File: src/rtl/usb_daq_pkg.sv
// Shared definitions for the USB DAQ scan scheduler: FSM states and frame layout.
package usb_daq_pkg;

  typedef enum logic [2:0] {
    ST_IDLE,
    ST_WAIT_TICK,
    ST_SETTLE,
    ST_CONVERT,
    ST_SEND
  } state_t;

  localparam logic [3:0]  FRAME_HDR = 4'hA;
  localparam int unsigned FRAME_LEN = 5;

  // Byte idx of a frame: header, then A and B samples, high byte first.
  function automatic logic [7:0] frame_byte(input logic [2:0]  idx,
                                            input logic [2:0]  ch,
                                            input logic [15:0] a,
                                            input logic [15:0] b);
    logic [7:0] r;
    case (idx)
      3'd0:    r = {FRAME_HDR, 1'b0, ch};
      3'd1:    r = a[15:8];
      3'd2:    r = a[7:0];
      3'd3:    r = b[15:8];
      default: r = b[7:0];
    endcase
    return r;
  endfunction

endpackage

File: src/rtl/usb_daq_tick_gen.sv
// Sample-tick generator: free-running period counter gated by en, period reloaded on wrap.
module usb_daq_tick_gen (
  input  logic        clk,
  input  logic        rst_n,
  input  logic        en,
  input  logic [15:0] rate,
  output logic        tick
);

  logic [15:0] cnt;
  logic [15:0] cnt_max;
  logic [15:0] reload;

  // rate 0 and 1 both collapse to a tick every cycle
  always_comb begin
    reload = (rate > 16'd1) ? (rate - 16'd1) : '0;
  end

  always_comb begin
    tick = en && (cnt == cnt_max);
  end

  always_ff @(posedge clk or negedge rst_n) begin
    if (!rst_n) begin
      cnt     <= '0;
      cnt_max <= '0;
    end else if (!en) begin
      cnt     <= '0;
      cnt_max <= reload;
    end else if (cnt == cnt_max) begin
      cnt     <= '0;
      cnt_max <= reload;
    end else begin
      cnt <= cnt + 16'd1;
    end
  end

endmodule

File: src/rtl/usb_daq_scan_sched.sv
// Scan scheduler: steps the analog mux, starts ADC conversions on sample ticks and
// streams each result as a 5-byte frame into the USB FIFO.
module usb_daq_scan_sched
  import usb_daq_pkg::*;
#(
  parameter int unsigned CH_NUM = 8,
  parameter int unsigned SETTLE = 4,
  parameter int unsigned TMO    = 255
) (
  input  logic        clk,
  input  logic        rst_n,
  input  logic        en,
  input  logic [15:0] rate,
  output logic [2:0]  mux_addr,
  output logic        ad_go,
  input  logic        ad_done,
  input  logic [15:0] dataa,
  input  logic [15:0] datab,
  output logic [7:0]  fifo_din,
  output logic        fifo_wr,
  input  logic        fifo_full,
  output logic        busy,
  output logic        ovf,
  output logic        tmo_err
);

  localparam int unsigned SETTLE_C    = (SETTLE < 1) ? 1 : SETTLE;
  localparam int unsigned TMO_C       = (TMO < 1) ? 1 : TMO;
  localparam logic [15:0] SETTLE_LAST = 16'(SETTLE_C - 1);
  localparam logic [15:0] TMO_LAST    = 16'(TMO_C - 1);
  localparam logic [2:0]  CH_LAST     = 3'(CH_NUM - 1);
  localparam logic [2:0]  BIDX_LAST   = 3'(FRAME_LEN - 1);

  state_t      state, state_nx;
  logic        tick;
  logic [15:0] settle_cnt;
  logic [15:0] tmo_cnt;
  logic [2:0]  byte_idx;
  logic [15:0] cap_a, cap_b;
  logic        settle_last, conv_tmo, frame_done, ch_step;

  usb_daq_tick_gen u_tick (
    .clk   (clk),
    .rst_n (rst_n),
    .en    (en),
    .rate  (rate),
    .tick  (tick)
  );

  always_ff @(posedge clk or negedge rst_n) begin
    if (!rst_n) state <= ST_IDLE;
    else        state <= state_nx;
  end

  always_comb begin
    settle_last = (state == ST_SETTLE) && (settle_cnt == SETTLE_LAST);
    conv_tmo    = (state == ST_CONVERT) && !ad_done && (tmo_cnt == TMO_LAST);
    frame_done  = fifo_wr && (byte_idx == BIDX_LAST);
    ch_step     = conv_tmo || frame_done;
    state_nx    = state;
    case (state)
      ST_IDLE:      if (en) state_nx = ST_WAIT_TICK;
      ST_WAIT_TICK: begin
        if (!en)       state_nx = ST_IDLE;
        else if (tick) state_nx = ST_SETTLE;
      end
      ST_SETTLE:    if (settle_last) state_nx = ST_CONVERT;
      ST_CONVERT: begin
        if (ad_done)       state_nx = ST_SEND;
        else if (conv_tmo) state_nx = en ? ST_WAIT_TICK : ST_IDLE;
      end
      ST_SEND:      if (frame_done) state_nx = en ? ST_WAIT_TICK : ST_IDLE;
      default:      state_nx = ST_IDLE;
    endcase
  end

  always_comb begin
    busy     = (state != ST_IDLE) && (state != ST_WAIT_TICK);
    ad_go    = settle_last;
    fifo_wr  = (state == ST_SEND) && !fifo_full;
    fifo_din = (state == ST_SEND) ? frame_byte(byte_idx, mux_addr, cap_a, cap_b) : '0;
  end

  always_ff @(posedge clk or negedge rst_n) begin
    if (!rst_n) begin
      mux_addr   <= '0;
      settle_cnt <= '0;
      tmo_cnt    <= '0;
      byte_idx   <= '0;
      cap_a      <= '0;
      cap_b      <= '0;
      ovf        <= 1'b0;
      tmo_err    <= 1'b0;
    end else begin
      settle_cnt <= (state == ST_SETTLE)  ? (settle_cnt + 16'd1) : '0;
      tmo_cnt    <= (state == ST_CONVERT) ? (tmo_cnt + 16'd1)    : '0;
      if (state == ST_IDLE && en) begin
        ovf     <= 1'b0;
        tmo_err <= 1'b0;
      end else begin
        if (tick && busy) ovf <= 1'b1;
        if (conv_tmo)     tmo_err <= 1'b1;
      end
      if (state == ST_CONVERT && ad_done) begin
        cap_a <= dataa;
        cap_b <= datab;
      end
      if (fifo_wr) byte_idx <= (byte_idx == BIDX_LAST) ? '0 : (byte_idx + 3'd1);
      // leaving for IDLE always parks the mux on channel 0
      if (ch_step || (state_nx == ST_IDLE && state != ST_IDLE)) begin
        if (state_nx == ST_IDLE)    mux_addr <= '0;
        else if (mux_addr == CH_LAST) mux_addr <= '0;
        else                        mux_addr <= mux_addr + 3'd1;
      end
    end
  end

endmodule

File: config.mk
export PLATFORM = sky130hd
export DESIGN_NAME = usb_daq_scan_sched
export DESIGN_NICKNAME = d
export VERILOG_FILES = /design/src/rtl/usb_daq_pkg.sv /design/src/rtl/usb_daq_tick_gen.sv /design/src/rtl/usb_daq_scan_sched.sv
export SDC_FILE = /design/constraint.sdc
export NUM_CORES = 1
export LEC_CHECK = 0
export ABC_CLOCK_PERIOD_IN_PS = 2700
export BUFFER_PORTS_ARGS = -buffer_cell sky130_fd_sc_hd__buf_2
export CAP_MARGIN = 10
export CORE_ASPECT_RATIO = 0.6
export CORE_MARGIN = 5
export CORE_UTILIZATION = 58
export DETAILED_ROUTE_END_ITERATION = 16
export GPL_TIMING_DRIVEN = 1
export PLACE_DENSITY_LB_ADDON = 0.3
export SETUP_SLACK_MARGIN = 0.1
export SLEW_MARGIN = 20
export SYNTH_ARGS = -nofsm -noshare
export SYNTH_HDL_FRONTEND = slang
export SYNTH_SLANG_ARGS = --single-unit
File: constraint.sdc
create_clock -name clk -period 2.7 [get_ports clk]
set_input_delay 0.405 -clock clk [delete_from_list [all_inputs] [get_ports clk]]
set_output_delay 0.405 -clock clk [all_outputs]
set_load 0.01 [all_outputs]
Yosys cells after proc, flatten, opt, wreduce, memory -nomap -nowiden
Index checks and enable logic that the tools add are counted.
{"block": "word_totals", "word_cells": 78, "inputBits": 53, "register_bits": 107, "output_inout_bits": 16}
{"block": "op_classes", "addsub": 6, "n_reduce_logical": 21, "mux": 25, "n_eq_ne": 14, "magnitude_cmp": 1}
{"cell": "16-bit two-way mux", "count": 7}
{"cell": "16-bit by 1-bit adder with 16-bit output (second input constant)", "count": 3}
{"cell": "8-bit case mux with 4 select lines", "count": 1}
{"cell": "3-bit two-way mux", "count": 10}
{"cell": "16-bit == test", "count": 1}
{"cell": "16-bit by 2-bit == test with 1-bit output (second input constant)", "count": 1}
{"cell": "16-bit by 8-bit == test with 1-bit output (second input constant)", "count": 1}
{"cell": "16-bit by 1-bit greater-than comparator with 1-bit output (second input constant)", "count": 1}
{"cell": "16-bit by 1-bit subtractor with 16-bit output (second input constant)", "count": 1}
{"cell": "3-bit case mux with 5 select lines", "count": 1}
{"cell": "3-bit by 2-bit == test with 1-bit output (second input constant)", "count": 4}
{"cell": "1-bit logical AND", "count": 11}
{"cell": "3-bit == test (second input constant)", "count": 3}
{"cell": "3-bit logical NOT", "count": 3}
{"cell": "8-bit two-way mux", "count": 1}
{"cell": "3-bit by 1-bit adder with 3-bit output (second input constant)", "count": 2}
{"cell": "3-bit by 1-bit == test with 1-bit output (second input constant)", "count": 2}
{"cell": "1-bit two-way mux", "count": 5}
{"cell": "2-bit nonzero test", "count": 2}
{"cell": "3-bit by 1-bit != test with 1-bit output (second input constant)", "count": 1}
{"cell": "3-bit nonzero test", "count": 1}
{"cell": "1-bit logical NOT", "count": 2}
{"cell": "1-bit logical OR", "count": 2}
{"cell": "2-bit by 1-bit != test with 1-bit output (second input constant)", "count": 1}

Depth between registers and ports, before layout
Gate-level depths: netlist of run 1.
{"block": "logic_depth", "ltp_word": 9, "mapped_depth": 8, "ltp_nobuf": 7}

Modules after synthesis
A second synthesis of run 1 with hierarchy kept.
{"block": "unflattened", "hier_cells": 517, "area_unflattened_um2": 5455.2}
{"module": "usb_daq_scan_sched", "n_inst": 1, "cells_each": 322, "area_each_um2": 3602.2, "seq_area_each_um2": 1876.8}
{"module": "usb_daq_tick_gen", "n_inst": 1, "cells_each": 195, "area_each_um2": 1853.0, "seq_area_each_um2": 800.8}

Worst setup path before layout of run 1
OpenSTA, ideal clock, no wires.
{"block": "synth_path", "kind": "reg2out", "startpoint": "register byte_idx[0]", "endpoint": "output port fifo_din[5]", "t_arrival_ns": 1.787, "n_path_buf": 1, "path_stages_with_launch": 8, "path_slack_ns": 0.508, "required_time_ns": 2.295, "cell_sequence": "dfrtp_1 inv_1 ha_1 buf_2 or3_1 a21oi_1 a222oi_1 nor2_1"}
{"block": "synth_via", "elab_chain_cells": 3, "elab_cells_between_ends": 6, "classes_between": "eq/ne: 3; mux: 2; reduce/logical: 1"}
{"item": "from (decl)", "line_no": "usb_daq_scan_sched.sv:38", "text": "logic [2:0] byte_idx;"}
{"item": "from (signal assigned)", "line_no": "usb_daq_scan_sched.sv:108", "text": "if (fifo_wr) byte_idx <= (byte_idx == BIDX_LAST) ? '0 : (byte_idx + 3'd1);"}
{"item": "3-bit by 2-bit == test with 1-bit output (tied with other cells)", "line_no": "usb_daq_pkg.sv:21", "text": "case (idx)"}
{"item": "8-bit case mux with 4 select lines (*)", "line_no": "usb_daq_pkg.sv:21"}
{"item": "8-bit two-way mux (*)", "line_no": "usb_daq_scan_sched.sv:81", "text": "fifo_din = (state == ST_SEND) ? frame_byte(byte_idx, mux_addr, cap_a, cap_b) : '0;"}
{"item": "to (decl)", "line_no": "usb_daq_scan_sched.sv:19", "text": "output logic [7:0] fifo_din,"}
Mark *: on every way between the ends. The rest lies on a longest branch, timed or not.

Final worst setup path of run 1
{"block": "layout_path", "startpoint": "register byte_idx[0]", "endpoint": "output port fifo_din[7]"}
Same word-level chain as after synthesis.

==> results of run 1 <==
-- worst max-delay path: stages, from the launching register on --
cell	delay [ns]
dfrtp_1	0.44
inv_2	0.11
ha_4	0.19
or3_4	0.40
a21oi_4	0.31
a222oi_1	0.15
nor2_1	0.13
buf_2	0.15
-- power by group --
group / leakage, uW / total, uW / internal [uW] / switching [uW]
clock network: 0.000142 / 1250 / 641 / 611
registers: 0.00143 / 2080 / 1860 / 221
logic: 0.00134 / 981 / 492 / 489
total: 0.00292 / 4310 / 2990 / 1320
-- state kept, by name (all words and copies together), names as in the netlist --
signal and cells:
byte_idx 3, cap_a 16, cap_b 16, mux_addr 3
ovf 1, settle_cnt 16, state 3, tmo_cnt 16
tmo_err 1, u_tick.cnt 16, u_tick.cnt_max 16
-- logic make-up (layout without fill, tap and decap cells) --
family	after synthesis	count (layout)	synth area share [%]
AO/OA/AOI/OAI	61	61	7.91
XOR/XNOR	68	68	10.9
adder cells (fa/ha/maj)	13	13	2.96
buffers and inverters	33	110	2.39
flip-flops	107	107	48.8
multiplexers	33	33	6.77
AND/OR/NAND/NOR	219	219	20.3
-- final timing paths --
kind	start	end	slack, ns	cells after the start
max	byte_idx[0]	fifo_din[7]	0.07	7
min	dataa[14]	cap_a[14]	0.29	2
max reg2reg	byte_idx[0]	mux_addr[2]	0.58	7
min reg2reg	settle_cnt[0]	settle_cnt[0]	0.48	1
max in group asynchronous	rst_n	settle_cnt[7]	1.49	3
min in group asynchronous	rst_n	u_tick.cnt[15]	0.43	2
-- metal layers --
layer,vias to the layer above,part of all wire (%),wire length (um)
li1,2031,-,-
met1,2119,48,5970
met2,113,46,5700
met3,17,4.8,595
met4,0,1.4,172
met5,-,0,0
-- cell type report --
cell class                 instances  area (sq um)
clock inverter                     7          60.1
multi-input combinational        394          2760
fill                             692          2790
tap                              130           163
clock buffer                       9           225
sequential                       107          2680
inverter                          12          45.0
timing repair buffer              82           463
-- synth_stat cells (3+ instances only) --
| master | count |
|---|---|
| and2_1 | 5 |
| a21oi_1 | 16 |
| dfrtp_1 | 107 |
| nor4_1 | 12 |
| nand3_1 | 20 |
| or3_1 | 5 |
| nand2_1 | 47 |
| clkbuf_1 | 13 |
| o31ai_1 | 15 |
| inv_1 | 12 |
| nor3_1 | 13 |
| mux2_2 | 33 |
| nor2b_1 | 5 |
| a222oi_1 | 8 |
| nor2_1 | 72 |
| nand4_1 | 10 |
| ha_1 | 13 |
| xor2_1 | 45 |
| a221oi_1 | 3 |
| and3_1 | 7 |
| buf_2 | 5 |
| and4_1 | 5 |
| xnor2_1 | 23 |
| o21ai_0 | 9 |
-- metrics by stage --
step | setup WS, ns | std cells
2_1_floorplan | 0.508 | 534
3_3_place_gp | 0.330 | 719
3_5_place_dp | 0.153 | 719
4_1_cts | 0.125 | 736
5_1_grt | -0.0141 | 741
6_report | 0.0713 | 741
-- what timing repair did --
action                                  CTS  global route
endpoints found under the setup margin    8             9
pin swaps                                 2            11
gates resized for setup                   6            11
hold buffers                              1             0
endpoints found under the hold margin     6             0
setup buffers                             0             5
==> metrics.cfg, run 1 <==
[sta]
setup_violations = 0
clock-skew-final_ns = 0.00727
tns_ns = 0
slew_headroom_pct = 57.3
post-route-min-period_ns = 2.63
worst_pin_slew_ns = 0.635
slew_viol_final = 0
clock.fmax_ghz = 0.380
hold-worst-slack_ns = 0.288
hold_viol_final = 0
rsz0062_at_grt = true
fin_crit_sh_pct = 97.4

[grt]
grt_pass1_wl_um = 20700
grt_overflow = 0
use_met3_pct = 5.75
grt_pass1_vias = 4223
antenna_found_initial = 0
met2_usage_pct = 33.6
grt-busiest-layer = met2
grt_max_degree = 56
met1_usage_pct = 32.3
track_usage_pct = 22.1

[run_status]
outcome = finished, final reports clean

[worst_hold_path]
worstHoldPathType = primary input to register

[clock_tree]
cts_tree = done
clockRootBuffer = clkbuf_16
clock_sinks = 107
numCtsBuffers = 9
htree_levels = 3
clock_latency_ns = 0.34
clock_path_buffers = 2
cts.reportedPaths.clkPinSlew_ns = 0.07

[worst_setup_path]
crit_type = register to output port
crit_path_max_fanout = 8
cp-end-kind = output port
cp.arrival_ns = 2.22
startpoint_type = register
cp.required_ns = 2.30

[yosys]
synth_warnings = 0
synth_top_cell_by_area = dfrtp_1
synth.area.top_cells = dfrtp_1 49%, xor2_1 7.2%, mux2_2 6.8%
synth_sequential_area_ratio_pct = 48.8
async_flop_share_pct = 100
yosysTopAreaCellShare_pct = 48.8
syn-instance-count = 534
syn_area_sq_um = 5490
synthDistinctLibCells = 49
syn_area_per_cell_sq_um = 10.3
synth_edf_count = 0
syn_nets = 600
ys.flop_type = dfrtp_1
synth-seq-cells = 107

[placed_design]
place_hpwl_um = 8840
placed_area_sq_um = 5990
io_buffers = 68
gp_congestion = 0.864

[layout]
layout_commonest_cell = dfrtp_1
area_growth_pct = 16.6
fin_area_sq_um = 6400
layout.nets = 672
diodes = 0
drive_gt1_share_pct = 25.4
fin_util_pct = 69.6
mostFrequentLayoutCells = 106 x dfrtp_1, 71 x nor2_1, 67 x buf_2

[pwr]
max-vdd-ir-drop_mv = 0.394
p_total_uw = 4310
power_density_nw_per_um2 = 674
p_leak_uw = 0.00292

[routing]
route.detailed.drc = 0
vias = 4280
firstDrtPassIters = 5
postRouteWirelength_um = 12400
drt_iter0_drc = 316
drtAntennaViolNets = 0
via_per_inst = 5.78
routedWlPerCell_um = 16.8

[floorplanning]
die_area_sq_um = 11600
start_util_pct = 59.7
die_h_um = 85.3
rows = 27
die_x_um = 136
num_io_pins = 69
core_area_sq_um = 9190

[run]
max_cap_violations = 0

(Power assumes the default switching activity.)
==> run 2: changes to the inputs <==
--- a/config.mk
+++ b/config.mk
@@ -10,7 +10,7 @@
 export CAP_MARGIN = 10
 export CORE_ASPECT_RATIO = 0.6
 export CORE_MARGIN = 5
-export CORE_UTILIZATION = 58
+export CORE_UTILIZATION = 50
 export DETAILED_ROUTE_END_ITERATION = 16
 export GPL_TIMING_DRIVEN = 1
 export PLACE_DENSITY_LB_ADDON = 0.3
==> metrics.cfg, run 2 (synthesized netlist as in run 1, its figures left out) <==
[run_status]
outcome = finished, final reports clean

[sta]
clock-skew-final_ns = 0.00564  ; -0.00163 ns
fin_crit_sh_pct = 92.1  ; -5.2 points
hold_viol_final = 0  ; unchanged
hold-worst-slack_ns = 0.0766  ; -0.211 ns
worst_pin_slew_ns = 0.670  ; +0.0358 ns
setup_ws_ns = 0.212  ; +0.141 ns
slew_headroom_pct = 54.9  ; -2.4 points
tns_ns = 0  ; unchanged
clock.fmax_ghz = 0.402  ; +5.7%
setup_violations = 0  ; unchanged
slew_viol_final = 0  ; unchanged
post-route-min-period_ns = 2.49  ; -0.141 ns
rsz0062_at_grt = true

[worst_hold_path]
worstHoldPathType = primary input to asynchronous set/reset pin

[layout]
fill_cells = 870  ; +26%
diodes = 0  ; unchanged
stdcell_count = 745  ; +0.54%
fin_util_pct = 59.7  ; -9.9 points
multi_input_area_sq_um = 2750  ; -0.45%
seqCellArea_sq_um = 2680  ; unchanged
area_growth_pct = 15.7
mostFrequentLayoutCells = 106 x dfrtp_1, 72 x nor2_1, 67 x buf_2
layout.nets = 667  ; -0.74%
layout_commonest_cell = dfrtp_1
drive_gt1_share_pct = 24.6  ; -0.78 points

[grt]
met2_usage_pct = 27.5  ; -6.1 points
grt_pass1_vias = 4070  ; -3.6%
track_usage_pct = 19.3  ; -2.9 points
grt_max_degree = 59  ; +5.4%
grt_overflow = 0  ; unchanged
met1_usage_pct = 29.5  ; -2.8 points
grt-busiest-layer = met1
grt_pass1_wl_um = 21000  ; +1.3%
use_met3_pct = 5.12  ; -0.62 points
antenna_found_initial = 0  ; unchanged

[placed_design]
placed_cells = 727  ; +1.1%
place_hpwl_um = 9190  ; +4.0%
gp_congestion = 0.875  ; +1.3%
dp_slack_ns = 0.257  ; +0.104 ns
io_buffers = 68  ; unchanged

[run]
max_cap_violations = 0  ; unchanged

[worst_setup_path]
crit_path_top_delay_cell = dfrtp_1
crit_path_max_fanout = 10  ; +2
cp-end-kind = output port
cpPeakStageDelay_ns = 0.49  ; +0.05 ns
startpoint_type = register
cp.required_ns = 2.30  ; about the same
crit_chain = inv_1 -> ha_2 -> a21oi_4 -> a222oi_1 -> nor2_1 -> buf_2
cp.arrival_ns = 2.08  ; -0.14 ns
crit_type = register to output port

[routing]
drt_iter0_drc = 411  ; +30%
routedWlPerCell_um = 17.0  ; +1.4%
via_per_inst = 5.58  ; -3.4%
postRouteWirelength_um = 12700  ; +1.9%
drtAntennaViolNets = 0  ; unchanged
route.detailed.drc = 0  ; unchanged
vias = 4156  ; -2.9%
firstDrtPassIters = 7  ; +2

[floorplanning]
die_area_sq_um = 13200  ; +14%
die_h_um = 91.2  ; +6.8%
rows = 29  ; +7.4%
num_io_pins = 69  ; unchanged
die_x_um = 145  ; +7.1%
start_util_pct = 51.6  ; -8.1 points
core_area_sq_um = 10600  ; +16%

[clock_tree]
cts.reportedPaths.clkPinSlew_ns = 0.07  ; about the same
cts_tree = done
clock_sinks = 107  ; unchanged
clock_latency_ns = 0.35  ; about the same
clockRootBuffer = clkbuf_16
numCtsBuffers = 9  ; unchanged
htree_levels = 3  ; unchanged
clock_path_buffers = 2  ; unchanged

[pwr]
power_density_nw_per_um2 = 664  ; -1.5%
max-vdd-ir-drop_mv = 0.445  ; +13%
p_leak_uw = 0.00288  ; -1.4%

[run 2: changes by cell type in the layout (fill, tap and decap cells not counted), sizes merged]
cell	previous run	this run
dlygate4sd3	1	0
buf	81	77
clkinv	5	3
inv	14	13
clkinvlp	0	3
[run 2: final cells by class]
| cell class | instances | area share [%] |
|---|---|---|
| inverters | 12 | 0.709 |
| clock buffers | 9 | 3.55 |
| repair buffers | 77 | 6.66 |
| clock inverters | 7 | 0.847 |
| multi-input cells | 394 | 43.3 |
| well taps | 139 | 2.74 |
| flip-flops and latches | 107 | 42.2 |
[run 2: report_power, final]
| part | switching [uW] | internal [uW] |
|---|---|---|
| clock | 614 | 631 |
| sequential | 223 | 1860 |
| combinational | 443 | 446 |
[run 2: final timing paths]
check	from	to	slack, ns	depth (start not counted)
max	byte_idx[2]	fifo_din[7]	0.21	6
max reg2reg	u_tick.cnt[2]	u_tick.cnt_max[15]	0.55	5
min	rst_n	u_tick.cnt[5]	0.08	1
min in group clk	dataa[11]	cap_a[11]	0.28	2
max in group asynchronous	rst_n	byte_idx[0]	1.87	2
min reg2reg	settle_cnt[0]	settle_cnt[0]	0.48	1
[run 2: worst max-delay path, delay by kind of cell (launching register included)]
| family | cells | cell delay (ns) |
|---|---|---|
| adder cells (fa/ha/maj) | 1 | 0.35 |
| AO/OA/AOI/OAI | 2 | 0.43 |
| AND/OR/NAND/NOR | 1 | 0.07 |
| flip-flops | 1 | 0.49 |
| buffers and inverters | 2 | 0.39 |
[run 2: repair_timing]
| item | CTS | global route |
|---|---|---|
| cloned | 0 | 0 |
| hold buffers | 0 | 0 |
| endpoints found under the setup margin | 8 | 9 |
| gates resized for setup | 3 | 11 |
| buffers inserted | 0 | 2 |
| pin swaps | 1 | 3 |
[run 2: layer usage]
metal	vias up	wire length [um]
met2	87	5520
met1	2043	6450
li1	2013	-
met3	13	592
met4	0	116
met5	-	0
[run 2: metrics by stage]
stage | area, sq um | total power [uW]
after floorplan | 5490 | 2560
after global placement | 5990 | 2800
after detailed placement | 5990 | 2830
after CTS | 6280 | 4110
after global routing | 6350 | 4430
final | 6350 | 4210
